===== config.mk =====
export PLATFORM = sky130hd
export DESIGN_NAME = multicycle_main_control
export DESIGN_NICKNAME = d
export VERILOG_FILES = /design/src/rtl/mips_ctrl_pkg.sv /design/src/rtl/mc_output_decode.sv /design/src/rtl/multicycle_main_control.sv
export SDC_FILE = /design/constraint.sdc
export NUM_CORES = 1
export LEC_CHECK = 0
export ABC_AREA = 1
export BUFFER_PORTS_ARGS = -buffer_cell sky130_fd_sc_hd__clkbuf_2
export CAP_MARGIN = 20
export CORE_AREA = 2 2 39 41
export CTS_CLUSTER_SIZE = 24
export DETAILED_ROUTE_END_ITERATION = 6
export DIE_AREA = 0 0 41 43
export HOLD_SLACK_MARGIN = 0.03
export PLACE_DENSITY = 0.71
export REMOVE_ABC_BUFFERS = 1
export SLEW_MARGIN = 20
export SYNTH_ARGS = -nofsm -noshare
export SYNTH_HDL_FRONTEND = slang
export SYNTH_SLANG_ARGS = --single-unit

===== constraint.sdc =====
create_clock -name clk -period 3.2 [get_ports clk]
set_input_delay 0.16 -clock clk [delete_from_list [all_inputs] [get_ports clk]]
set_output_delay 0.16 -clock clk [all_outputs]
set_load 0.02 [all_outputs]

===== src/rtl/mips_ctrl_pkg.sv =====
// Shared encodings for the multicycle MIPS main control: states, opcodes and select codes.
package mips_ctrl_pkg;

    typedef enum logic [3:0] {
        StFetch  = 4'd0,
        StDecode = 4'd1,
        StMemAdr = 4'd2,
        StMemRd  = 4'd3,
        StMemWb  = 4'd4,
        StMemWr  = 4'd5,
        StExec   = 4'd6,
        StAluWb  = 4'd7,
        StBranch = 4'd8,
        StJump   = 4'd9,
        StAddiEx = 4'd10,
        StAddiWb = 4'd11,
        StInit   = 4'd15
    } state_e;

    localparam logic [5:0] OP_RTYPE = 6'b000000;
    localparam logic [5:0] OP_LW    = 6'b100011;
    localparam logic [5:0] OP_SW    = 6'b101011;
    localparam logic [5:0] OP_BEQ   = 6'b000100;
    localparam logic [5:0] OP_J     = 6'b000010;
    localparam logic [5:0] OP_ADDI  = 6'b001000;

    localparam logic [1:0] SRCB_REG     = 2'b00;
    localparam logic [1:0] SRCB_FOUR    = 2'b01;
    localparam logic [1:0] SRCB_IMM     = 2'b10;
    localparam logic [1:0] SRCB_IMM_SL2 = 2'b11;

    localparam logic [1:0] ALUOP_ADD   = 2'b00;
    localparam logic [1:0] ALUOP_SUB   = 2'b01;
    localparam logic [1:0] ALUOP_FUNCT = 2'b10;

    localparam logic [1:0] PCSRC_ALU    = 2'b00;
    localparam logic [1:0] PCSRC_ALUOUT = 2'b01;
    localparam logic [1:0] PCSRC_JUMP   = 2'b10;

    typedef struct packed {
        logic       pc_write;
        logic       pc_write_cond;
        logic       i_or_d;
        logic       mem_read;
        logic       mem_write;
        logic       mem_to_reg;
        logic       ir_write;
        logic [1:0] pc_source;
        logic [1:0] alu_op;
        logic       alu_src_a;
        logic [1:0] alu_src_b;
        logic       reg_write;
        logic       reg_dst;
    } ctrl_t;

    localparam int unsigned CTRL_W = $bits(ctrl_t);

endpackage


===== src/rtl/mc_output_decode.sv =====
// Moore decode of the control state (plus mem_ready in FETCH) into the datapath control vector.
// ADDI_EN enables the ADDIEX/ADDIWB outputs; otherwise those codes decode to all-zero.
module mc_output_decode
    import mips_ctrl_pkg::*;
(
    input  logic [3:0]        state_i,
    input  logic              mem_ready_i,
    output logic [CTRL_W-1:0] ctrl_o
);

    ctrl_t c;

    always_comb begin
        c = '0;
        case (state_i)
            StFetch: begin
                c.mem_read  = 1'b1;
                c.alu_src_b = SRCB_FOUR;
                c.ir_write  = mem_ready_i;
                c.pc_write  = mem_ready_i;
            end
            StDecode: c.alu_src_b = SRCB_IMM_SL2;
            StMemAdr: begin
                c.alu_src_a = 1'b1;
                c.alu_src_b = SRCB_IMM;
            end
            StMemRd: begin
                c.mem_read = 1'b1;
                c.i_or_d   = 1'b1;
            end
            StMemWb: begin
                c.reg_write  = 1'b1;
                c.mem_to_reg = 1'b1;
            end
            StMemWr: begin
                c.mem_write = 1'b1;
                c.i_or_d    = 1'b1;
            end
            StExec: begin
                c.alu_src_a = 1'b1;
                c.alu_src_b = SRCB_REG;
                c.alu_op    = ALUOP_FUNCT;
            end
            StAluWb: begin
                c.reg_write = 1'b1;
                c.reg_dst   = 1'b1;
            end
            StBranch: begin
                c.alu_src_a     = 1'b1;
                c.alu_op        = ALUOP_SUB;
                c.pc_write_cond = 1'b1;
                c.pc_source     = PCSRC_ALUOUT;
            end
            StJump: begin
                c.pc_write  = 1'b1;
                c.pc_source = PCSRC_JUMP;
            end
`ifdef ADDI_EN
            StAddiEx: begin
                c.alu_src_a = 1'b1;
                c.alu_src_b = SRCB_IMM;
                c.alu_op    = ALUOP_ADD;
            end
            StAddiWb: c.reg_write = 1'b1;
`endif
            default: c = '0;
        endcase
    end

    assign ctrl_o = c;

endmodule


===== src/rtl/multicycle_main_control.sv =====
// Main-control FSM for the multicycle MIPS datapath with memory-ready stalls and illegal-op pulse.
// Optional macro ADDI_EN adds the addi path (ADDIEX -> ADDIWB); undefined, addi is illegal.
module multicycle_main_control
    import mips_ctrl_pkg::*;
#(
    parameter int unsigned OP_W = 6,
    parameter int unsigned ST_W = 4
) (
    input  logic            clk,
    input  logic            rst_n,
    input  logic [OP_W-1:0] op,
    input  logic            mem_ready,
    output logic            PCWrite,
    output logic            PCWriteCond,
    output logic            IorD,
    output logic            MemRead,
    output logic            MemWrite,
    output logic            MemtoReg,
    output logic            IRWrite,
    output logic [1:0]      PCSource,
    output logic [1:0]      ALUOp,
    output logic            ALUSrcA,
    output logic [1:0]      ALUSrcB,
    output logic            RegWrite,
    output logic            RegDst,
    output logic            illegal_op,
    output logic [ST_W-1:0] state_dbg
);

    state_e            state_q, state_d;
    logic              illegal;
    logic [CTRL_W-1:0] ctrl_vec;
    ctrl_t             ctrl;

    always_ff @(posedge clk or negedge rst_n) begin
        if (!rst_n) begin
            state_q <= StInit;
        end else begin
            state_q <= state_d;
        end
    end

    always_comb begin
        state_d = StInit;
        illegal = 1'b0;
        case (state_q)
            StInit:   state_d = StFetch;
            StFetch:  state_d = mem_ready ? StDecode : StFetch;
            StDecode: begin
                case (op)
                    OP_LW, OP_SW: state_d = StMemAdr;
                    OP_RTYPE:     state_d = StExec;
                    OP_BEQ:       state_d = StBranch;
                    OP_J:         state_d = StJump;
`ifdef ADDI_EN
                    OP_ADDI:      state_d = StAddiEx;
`endif
                    default: begin
                        state_d = StFetch;
                        illegal = 1'b1;
                    end
                endcase
            end
            StMemAdr: state_d = (op == OP_SW) ? StMemWr : StMemRd;
            StMemRd:  state_d = mem_ready ? StMemWb : StMemRd;
            StMemWb:  state_d = StFetch;
            StMemWr:  state_d = mem_ready ? StFetch : StMemWr;
            StExec:   state_d = StAluWb;
            StAluWb:  state_d = StFetch;
            StBranch: state_d = StFetch;
            StJump:   state_d = StFetch;
`ifdef ADDI_EN
            StAddiEx: state_d = StAddiWb;
            StAddiWb: state_d = StFetch;
`endif
            // Unencoded codes recover through INIT.
            default:  state_d = StInit;
        endcase
    end

    mc_output_decode u_output_decode (
        .state_i     (state_q),
        .mem_ready_i (mem_ready),
        .ctrl_o      (ctrl_vec)
    );

    assign ctrl        = ctrl_t'(ctrl_vec);
    assign PCWrite     = ctrl.pc_write;
    assign PCWriteCond = ctrl.pc_write_cond;
    assign IorD        = ctrl.i_or_d;
    assign MemRead     = ctrl.mem_read;
    assign MemWrite    = ctrl.mem_write;
    assign MemtoReg    = ctrl.mem_to_reg;
    assign IRWrite     = ctrl.ir_write;
    assign PCSource    = ctrl.pc_source;
    assign ALUOp       = ctrl.alu_op;
    assign ALUSrcA     = ctrl.alu_src_a;
    assign ALUSrcB     = ctrl.alu_src_b;
    assign RegWrite    = ctrl.reg_write;
    assign RegDst      = ctrl.reg_dst;
    assign illegal_op  = illegal;
    assign state_dbg   = state_q;

endmodule

==> reports/results.tsv <==
metric	value	unit
use_met2	22.5	%
ys_ff_latch	4	
crit_path_start_kind	flop	
whs	283	ps
grt_max_degree	10	
grt_pass1_wl	1720	um
use_met3	4.71	%
vdd_drop_max	0.371	mV
grt_pass1_vias	467	
area_growth	36.9	%
dr.pass1.iters	4	
reg2reg_depth	5	
grt-busiest-layer	met2	
leakagePower	0.453	nW
postLayoutCellArea	678	um2
cts_root_buf	clkbuf_4	
vias	623	
fp.dieH	43	um
cp_max_fo	9	
maxCapViolCount	0	
total_power	0.000545	W
slew-limit-headroom	86.1	%
cts_htree_levels	1	
rsz0062_at_grt	no	
routed_wl	1170	um
switching_share	56.8	%
power.share.sequential	20.9	%
clkSlewWorstSetupHoldPaths	40	ps
largest_reg_flops	4	
p_int	0.000236	W
ys_seq_area_share	21.2	%
holdCritStartpoint	op[2]	
die_w	41	um
boundaryPins	30	
r2r_slack	1970	ps
layout_common_cells	clkbuf_2 (29), nor2_1 (26), inv_1 (17), nand2_1 (17), nand3_1 (10)	
worstHoldPathCells	5	
gp_congestion	0.743	
ys_warn_count	0	
diodes	0	
period_share	51.1	%
pwr-share-comb	68.0	%
routed_via_density	4.51	
setup_viol	0	
avgSynthCellArea	5.44	um2
clock_sinks	4	
wl_per_cell	8.46	um
final_common_cell	clkbuf_2	
crit_required	3040	ps
clock_skew	0.522	ps
drt_iter0_markers	11	
drc	0	
insertion_delay	230	ps
final_util	49.0	%
clock_path_buffers	2	
drive_gt1_share	35.2	%
power_frac_clock	11.1	%
setup-tns-final	0	ps
r2r-start	state_dbg[1]$_DFF_PN1_	
ys_types	15	
critPathCaptureType	output pin	
synth_cells	91	
tightestPinTransition	209	ps
hp-class	in2reg	
io_buffers	29	
final_period_minus_worst_setup_slack	1630	ps
dpl.hpwl	982	um
fmax	612	MHz
status	finished clean	
antenna_left	0	
antenna_found_initial	0	
cts_resized	0	
crit_type	reg2out	
synth_area	495	um2
grt_overflow	0	
dpl_cell_area	646	um2
core	0.00138	mm2
gr-usage-all-layers	13.8	%
worstSetupStartpoint	state_dbg[1]$_DFF_PN1_	
core.rowCount	14	
r2r-end	state_dbg[1]$_DFF_PN1_	
met1_usage	16.3	%
p_switching	0.000309	W
hold_viol_final	0	
dieArea	0.00176	mm2
holdPathEnd	state_dbg[3]$_DFF_PN1_	
slew_viol_final	0	
cts_tree	built	
power_density	804	mW/mm2
critPathArrivalTime	1470	ps
nets	133	
cts_buffers	3	
initial_core_util	35.8	%
-- Yosys cell counts, drive strengths merged --
cell type  count  area share (%)
nand3b         1             1.5
o211ai         1             1.5
nand2         19              15
o21ai          2             2.0
nand3         11              12
dfstp          4              21
buf            2             3.0
nand4          2             2.5
a21oi          2             2.0
inv           19              14
nor2          28              24
-- through the flow --
| stage | std cells | worst slack [ps] |
|---|---|---|
| floorplan | 89 | 1400 |
| CTS | 138 | 1540 |
| detailed placement | 134 | 1800 |
| global route | 138 | 1450 |
| finish | 138 | 1570 |
| global placement | 134 | 1820 |
-- cells by family after synthesis --
family                 count (synthesis)  share of synthesized area (%)
AOI/OAI and AO/OA                      5                           5.56
buffers and inverters                 21                           17.4
DFF                                    4                           21.2
and+or+nand+nor                       61                           55.8
-- worst max-delay path by stage --
stage	slack (ps)	endpoint	cells after the start
3_5_place_dp	1800	ALUSrcA	6
4_1_cts	1540	ALUSrcA	6
5_1_grt	1450	illegal_op	7
6_report	1570	ALUSrcA	6
3_3_place_gp	1820	illegal_op	7
2_1_floorplan	1400	ALUSrcA	4
-- per-layer routing --
| metal | wire length, um | vias up |
|---|---|---|
| met2 | 578 | 23 |
| met1 | 507 | 260 |
| met4 | 0 | 0 |
| li1 | - | 340 |
| met5 | 0 | - |
| met3 | 81 | 0 |
-- layout make-up --
type | instances | area [um2]
repair buffers | 30 | 155
well taps | 16 | 20.0
inverters | 19 | 71.3
multi-input cells | 66 | 304
clock buffers | 3 | 22.5
fillers | 152 | 706
flip-flops and latches | 4 | 105
-- repair_timing --
item,in CTS,in global routing
endpoints found under the hold margin,4,0
hold buffers,1,0
endpoints found under the setup margin,0,0
setup buffers,0,0
-- power by group through the flow --
stage          clock (W)  combinational (W)  sequential [W]
2_1_floorplan          0           0.000247        0.000128
4_1_cts        0.0000644           0.000376        0.000114
3_5_place_dp           0           0.000374        0.000114
5_1_grt        0.0000682           0.000411        0.000118
3_3_place_gp           0           0.000373        0.000112
6_report       0.0000608           0.000371        0.000114
-- critical path: stages (launching register included) --
cell and delay, ps:
dfstp_2 640, nor2_1 70, inv_1 140, nor2_1 90, nor2_1 100, nand2_1 50, clkbuf_2 150
Power figures use the tool's default switching activity.
